## src/rtl/pc_gen_pkg.sv

```systemverilog
// Shared types and helpers for the fetch-stage PC generator.
package pc_gen_pkg;

  typedef enum logic [2:0] {
    SRC_SEQ  = 3'd0,
    SRC_RET  = 3'd1,
    SRC_PEND = 3'd2,
    SRC_JUMP = 3'd3,
    SRC_TRAP = 3'd4
  } pc_src_t;

  function automatic int clog2(input int value);
    int r;
    r = 0;
    while ((1 << r) < value) r++;
    return r;
  endfunction

endpackage

```

## src/rtl/return_address_stack.sv

```systemverilog
// Circular return-address stack with saturating count; oldest entry is
// overwritten when full. Top of stack is read combinationally.
module return_address_stack
  import pc_gen_pkg::*;
#(
  parameter int XLEN      = 32,
  parameter int RAS_DEPTH = 4
) (
  input  logic            clk,
  input  logic            reset,
  input  logic            push,
  input  logic            pop,
  input  logic [XLEN-1:0] push_data,
  output logic [XLEN-1:0] top,
  output logic            empty,
  output logic            full
);

  localparam int PW = clog2(RAS_DEPTH);
  localparam int CW = PW + 1;

  logic [XLEN-1:0] entry_reg [RAS_DEPTH];
  logic [PW-1:0]   ptr_reg;
  logic [CW-1:0]   count_reg;
  logic [PW-1:0]   top_idx;
  logic            do_pop;
  logic            replace;

  // ptr_reg names the next free slot, which is also the oldest slot when full.
  assign top_idx = ptr_reg - PW'(1);
  assign top     = entry_reg[top_idx];
  assign empty   = (count_reg == '0);
  assign full    = (count_reg == CW'(RAS_DEPTH));
  assign do_pop  = pop & ~empty;
  assign replace = push & do_pop;

  genvar gi;
  generate
    for (gi = 0; gi < RAS_DEPTH; gi++) begin : g_entry
      always_ff @(posedge clk) begin
        if (reset) begin
          entry_reg[gi] <= '0;
        end else if (replace && top_idx == PW'(gi)) begin
          entry_reg[gi] <= push_data;
        end else if (push && !do_pop && ptr_reg == PW'(gi)) begin
          entry_reg[gi] <= push_data;
        end
      end
    end
  endgenerate

  always_ff @(posedge clk) begin
    if (reset) begin
      ptr_reg   <= '0;
      count_reg <= '0;
    end else if (replace) begin
      ptr_reg   <= ptr_reg;
      count_reg <= count_reg;
    end else if (push) begin
      ptr_reg <= ptr_reg + PW'(1);
      if (!full) count_reg <= count_reg + CW'(1);
    end else if (do_pop) begin
      ptr_reg   <= ptr_reg - PW'(1);
      count_reg <= count_reg - CW'(1);
    end
  end

endmodule

```

## src/rtl/pc_gen.sv

```systemverilog
// Fetch PC generator: source selection, sequential PC register, held
// redirect across stalls, and return prediction from the RAS.
module pc_gen
  import pc_gen_pkg::*;
#(
  parameter int              XLEN         = 32,
  parameter logic [XLEN-1:0] RESET_VECTOR = '0,
  parameter int              STEP         = 4,
  parameter int              RAS_DEPTH    = 4
) (
  input  logic            clk,
  input  logic            reset,
  input  logic            trap_en,
  input  logic [XLEN-1:0] trap_address,
  input  logic            jump_en,
  input  logic [XLEN-1:0] jump_address,
  input  logic            ret_en,
  input  logic            call_en,
  input  logic [XLEN-1:0] call_link,
  input  logic            stall,
  output logic [XLEN-1:0] pc,
  output logic [2:0]      pc_src,
  output logic            pending,
  output logic            ras_empty
);

  logic [XLEN-1:0] pc_reg;
  logic            pending_reg;
  logic            pending_trap_reg;
  logic [XLEN-1:0] pending_addr_reg;
  logic [XLEN-1:0] ras_top;
  logic            ras_full;
  logic            ras_push;
  logic            ras_pop;
  pc_src_t         sel;

  // A held redirect only takes effect once the front end is moving again.
  always_comb begin
    sel = SRC_SEQ;
    pc  = pc_reg;
    if (reset) begin
      sel = SRC_SEQ;
      pc  = RESET_VECTOR;
    end else if (trap_en) begin
      sel = SRC_TRAP;
      pc  = trap_address;
    end else if (jump_en) begin
      sel = SRC_JUMP;
      pc  = jump_address;
    end else if (pending_reg && !stall) begin
      sel = SRC_PEND;
      pc  = pending_addr_reg;
    end else if (ret_en && !ras_empty) begin
      sel = SRC_RET;
      pc  = ras_top;
    end
  end

  assign pc_src   = sel;
  assign pending  = pending_reg;
  assign ras_push = ~reset & ~stall & call_en;
  assign ras_pop  = ~reset & ~stall & (sel == SRC_RET);

  always_ff @(posedge clk) begin
    if (reset) begin
      pc_reg           <= RESET_VECTOR;
      pending_reg      <= 1'b0;
      pending_trap_reg <= 1'b0;
      pending_addr_reg <= '0;
    end else if (stall) begin
      if (trap_en) begin
        pending_reg      <= 1'b1;
        pending_trap_reg <= 1'b1;
        pending_addr_reg <= trap_address;
      end else if (jump_en && !(pending_reg && pending_trap_reg)) begin
        pending_reg      <= 1'b1;
        pending_trap_reg <= 1'b0;
        pending_addr_reg <= jump_address;
      end
    end else begin
      pc_reg           <= pc + XLEN'(STEP);
      pending_reg      <= 1'b0;
      pending_trap_reg <= 1'b0;
    end
  end

  return_address_stack #(
    .XLEN      (XLEN),
    .RAS_DEPTH (RAS_DEPTH)
  ) u_ras (
    .clk       (clk),
    .reset     (reset),
    .push      (ras_push),
    .pop       (ras_pop),
    .push_data (call_link),
    .top       (ras_top),
    .empty     (ras_empty),
    .full      (ras_full)
  );

endmodule

```

## config.mk

```make
export PLATFORM = sky130hd
export DESIGN_NAME = pc_gen
export DESIGN_NICKNAME = d
export VERILOG_FILES = /design/src/rtl/pc_gen_pkg.sv /design/src/rtl/return_address_stack.sv /design/src/rtl/pc_gen.sv
export SDC_FILE = /design/constraint.sdc
export NUM_CORES = 1
export LEC_CHECK = 0
export CAP_MARGIN = 10
export CELL_PAD_IN_SITES_DETAIL_PLACEMENT = 1
export CELL_PAD_IN_SITES_GLOBAL_PLACEMENT = 1
export CORE_ASPECT_RATIO = 0.9
export CORE_MARGIN = 2
export CORE_UTILIZATION = 45
export DETAILED_ROUTE_END_ITERATION = 10
export PLACE_DENSITY = 0.85
export SYNTH_ARGS = -nofsm -noshare
export SYNTH_HDL_FRONTEND = slang
export SYNTH_SLANG_ARGS = --single-unit
```

## constraint.sdc

```tcl
create_clock -name clk -period 8.7 [get_ports clk]
set_clock_uncertainty 0.15 [all_clocks]
set_input_delay 1.74 -clock clk [delete_from_list [all_inputs] [get_ports clk]]
set_output_delay 1.74 -clock clk [all_outputs]
set_load 0.01 [all_outputs]
```

==> metrics.md <==
| Metric | Value |
|---|---|
| Die ar. | `25,600 um2` |
| Largest area contributor in the netlist | `edfxtp_1` |
| Setup TNS Final | `0 ns` |
| Status | `finished, final reports clean` |
| FF/Latch Area | `5270 um2` |
| Worst Max-Slew Pin Slew | `1.04 ns` |
| Worst Path Arrival | `4.87 ns` |
| PostCTS Resize Cnt | `0` |
| Via/cell ratio | `6.00` |
| Post-synth top area share | `35.1%` |
| Peak supply drop | `0.000123 V` |
| Vias in the first global route | `8,751` |
| Core footprint | `24,100 um2` |
| DR vias | `8,438` |
| Most common cell in the synthesized netlist | `and2_1` |
| Wirelength, routed | `32.9 mm` |
| Clock latency on the worst-skew pair | `0.44 ns` |
| Number of setup buffers added after CTS | `0` |
| First-pass GRT wire length | `50.9 mm` |
| Synthesis-stage register bit count | `199` |
| Slew margin rel. | `30.3%` |
| Worst hold-check path type | `register to register` |
| Setup crit start kind | `input pin` |
| Starting DRT DRC Count | `687` |
| Post-Syn Area | `11,000 um2` |
| # fillers | `2,540` |
| Remaining DRCs | `0` |
| Synth warn | `0` |
| Starting density of the core | `45.5%` |
| DR pass1 iterations | `6` |
| Most instantiated cells after synthesis | `and2_1 (136), edfxtp_1 (128), nor2_1 (109)` |
| Clk pin slew, worst setup/hold paths | `0.08 ns` |
| RSZ-0062 raised after global routing | `no` |
| Crit path kind | `input pin to output port` |
| Number of synthesized flops with an enable pin | `128` |
| Deepest clock path buffer count | `2` |
| Overall Global Routing Usage | `25.8%` |
| LEAKAGE | `4.71 nW` |
| Hold-fix buffers at CTS | `0` |
| # diodes | `0` |
| Required @ worst endpoint | `6.81 ns` |
| PwrDens | `177 nW/um2` |
| Crit. End Element | `output port` |
| Max cap viols | `0` |
| Clock sinks | `199` |
| PortBufs | `139` |
| Ports | `140` |
| Fin crit period | `6.76 ns` |
| GR Overflow Total | `0` |
| Ys async rst share | `0%` |
| DP Area | `12,400 um2` |
| Row Count | `54` |
| Post-synthesis cell count | `988` |
| Average wire per standard cell | `23.4 um` |
| CTS tree | `done` |
| Ys flop type | `edfxtp_1` |
| Htree depth | `4` |
| Footprint of the multi-input gates | `5170 um2` |
| CTS buffer count | `17` |
| Detailed Place HPWL | `21.9 mm` |
| Final instance area | `13,000 um2` |
| Mapped Nets | `1,100` |
| Seq/Total Area, Yosys | `48.1%` |
| Crit-path max FO | `19` |
| Final setup viols | `0` |
| Ratio of cells with drive above 1 in the final layout | `9.65%` |
| Fin nets | `1,198` |
| Avg Synthesized Cell Area | `11.1 um2` |
| Fin util | `54.0%` |
| Synthesis-to-finish area growth | `18.5%` |
| Routability cong. | `0.866` |
| Die width | `168 um` |
| Synth cell types | `87` |
| Power, Total | `2.30 mW` |
| Number of antenna violations at the first check in global routing | `1` |
| Area contributors post-synth | `edfxtp_1 (35%), dfxtp_1 (13%), and2_1 (7.8%)` |
| Clock root cell | `clkbuf_16` |
| Largest register FFs | `128` |
| Max Fclk | `0.148 GHz` |
| Antenna viol nets, final | `0` |
| Largest net degree at the start of global routing | `61` |
| Fin. Hold Viols | `0` |
| Tcrit/Tclk final | `77.7%` |
| Die height | `152 um` |
| Max-slew violation count | `0` |
[worst paths after layout]
path / end / start / cells past startpoint / slack (ns)
max reg2reg: pc_reg[25]$_SDFFE_PP0N_ / u_ras.ptr_reg[0]$_SDFFE_PP0P_ / 12 / 3.41
max: pc[30] / stall / 7 / 1.94
min reg2reg: pc_reg[22]$_SDFFE_PP0N_ / pc_reg[22]$_SDFFE_PP0N_ / 2 / 0.30
min: pc_reg[22]$_SDFFE_PP0N_ / pc_reg[22]$_SDFFE_PP0N_ / 2 / 0.30
[cell usage in the layout (no fill, tap or decap), drive strengths merged, types with 9 or more instances in the layout]
cell type / Yosys / layout
nor3: 15 / 15
mux2i: 38 / 38
a21oi: 33 / 33
a211oi: 35 / 35
mux4: 32 / 32
and2: 136 / 136
buf: 38 / 20
o21a: 12 / 12
nor4: 12 / 12
nand3: 14 / 14
clkdlybuf4s50: 0 / 136
nor2: 109 / 109
dfxtp: 71 / 71
a22oi: 9 / 9
a311oi: 15 / 15
edfxtp: 128 / 128
clkbuf: 38 / 17
o21ai: 18 / 18
inv: 11 / 17
nand2: 70 / 70
xnor2: 14 / 14
[cells by family after synthesis]
| family | after synthesis | synth area share (%) |
|---|---|---|
| flops | 199 | 48.1 |
| buf+inv | 89 | 4.95 |
| mux | 74 | 10.9 |
| fa+ha+maj | 9 | 1.10 |
| xor+xnor | 22 | 1.76 |
| compound gates | 183 | 12.4 |
| simple gates | 412 | 20.8 |
[per-layer routing]
layer / global-route usage (%) / wire length [um]
met1: 36.2 / 14700
met2: 41.1 / 15300
met3: 5.18 / 2270
met4: 6.94 / 594
met5: 0 / 16
[power by group]
group / switching (mW) / leakage (nW) / internal [mW]
Combinational: 0.222 / 2.50 / 0.169
Sequential: 0.0246 / 1.91 / 1.05
Clock: 0.392 / 0.298 / 0.437
[metrics by stage]
stage	setup slack, ns	hold WS, ns	cells
after floorplan	3.55	0.275	988
after global placement	2.07	0.287	1375
after CTS	2.00	0.306	1406
after detailed placement	2.04	0.294	1375
after global routing	1.81	0.333	1406
final	1.94	0.302	1406
[worst max-delay path: stages]
cell and delay, ns:
clkdlybuf4s50_1 0.53, buf_4 0.30, nor2b_2 0.08, nor2_1 0.79, nand3_1 0.18, a41oi_1 0.55
clkdlybuf4s50_1 0.68
[area by class of cell]
cell class | count | share of cell area [%]
repair buffers | 156 | 11.6
inverters | 12 | 0.347
multi-input cells | 700 | 39.8
well taps | 308 | 2.97
flip-flops and latches | 199 | 40.6
clock buffers | 17 | 3.28
clock inverters | 14 | 1.42
Power figures use the tool's default switching activity.
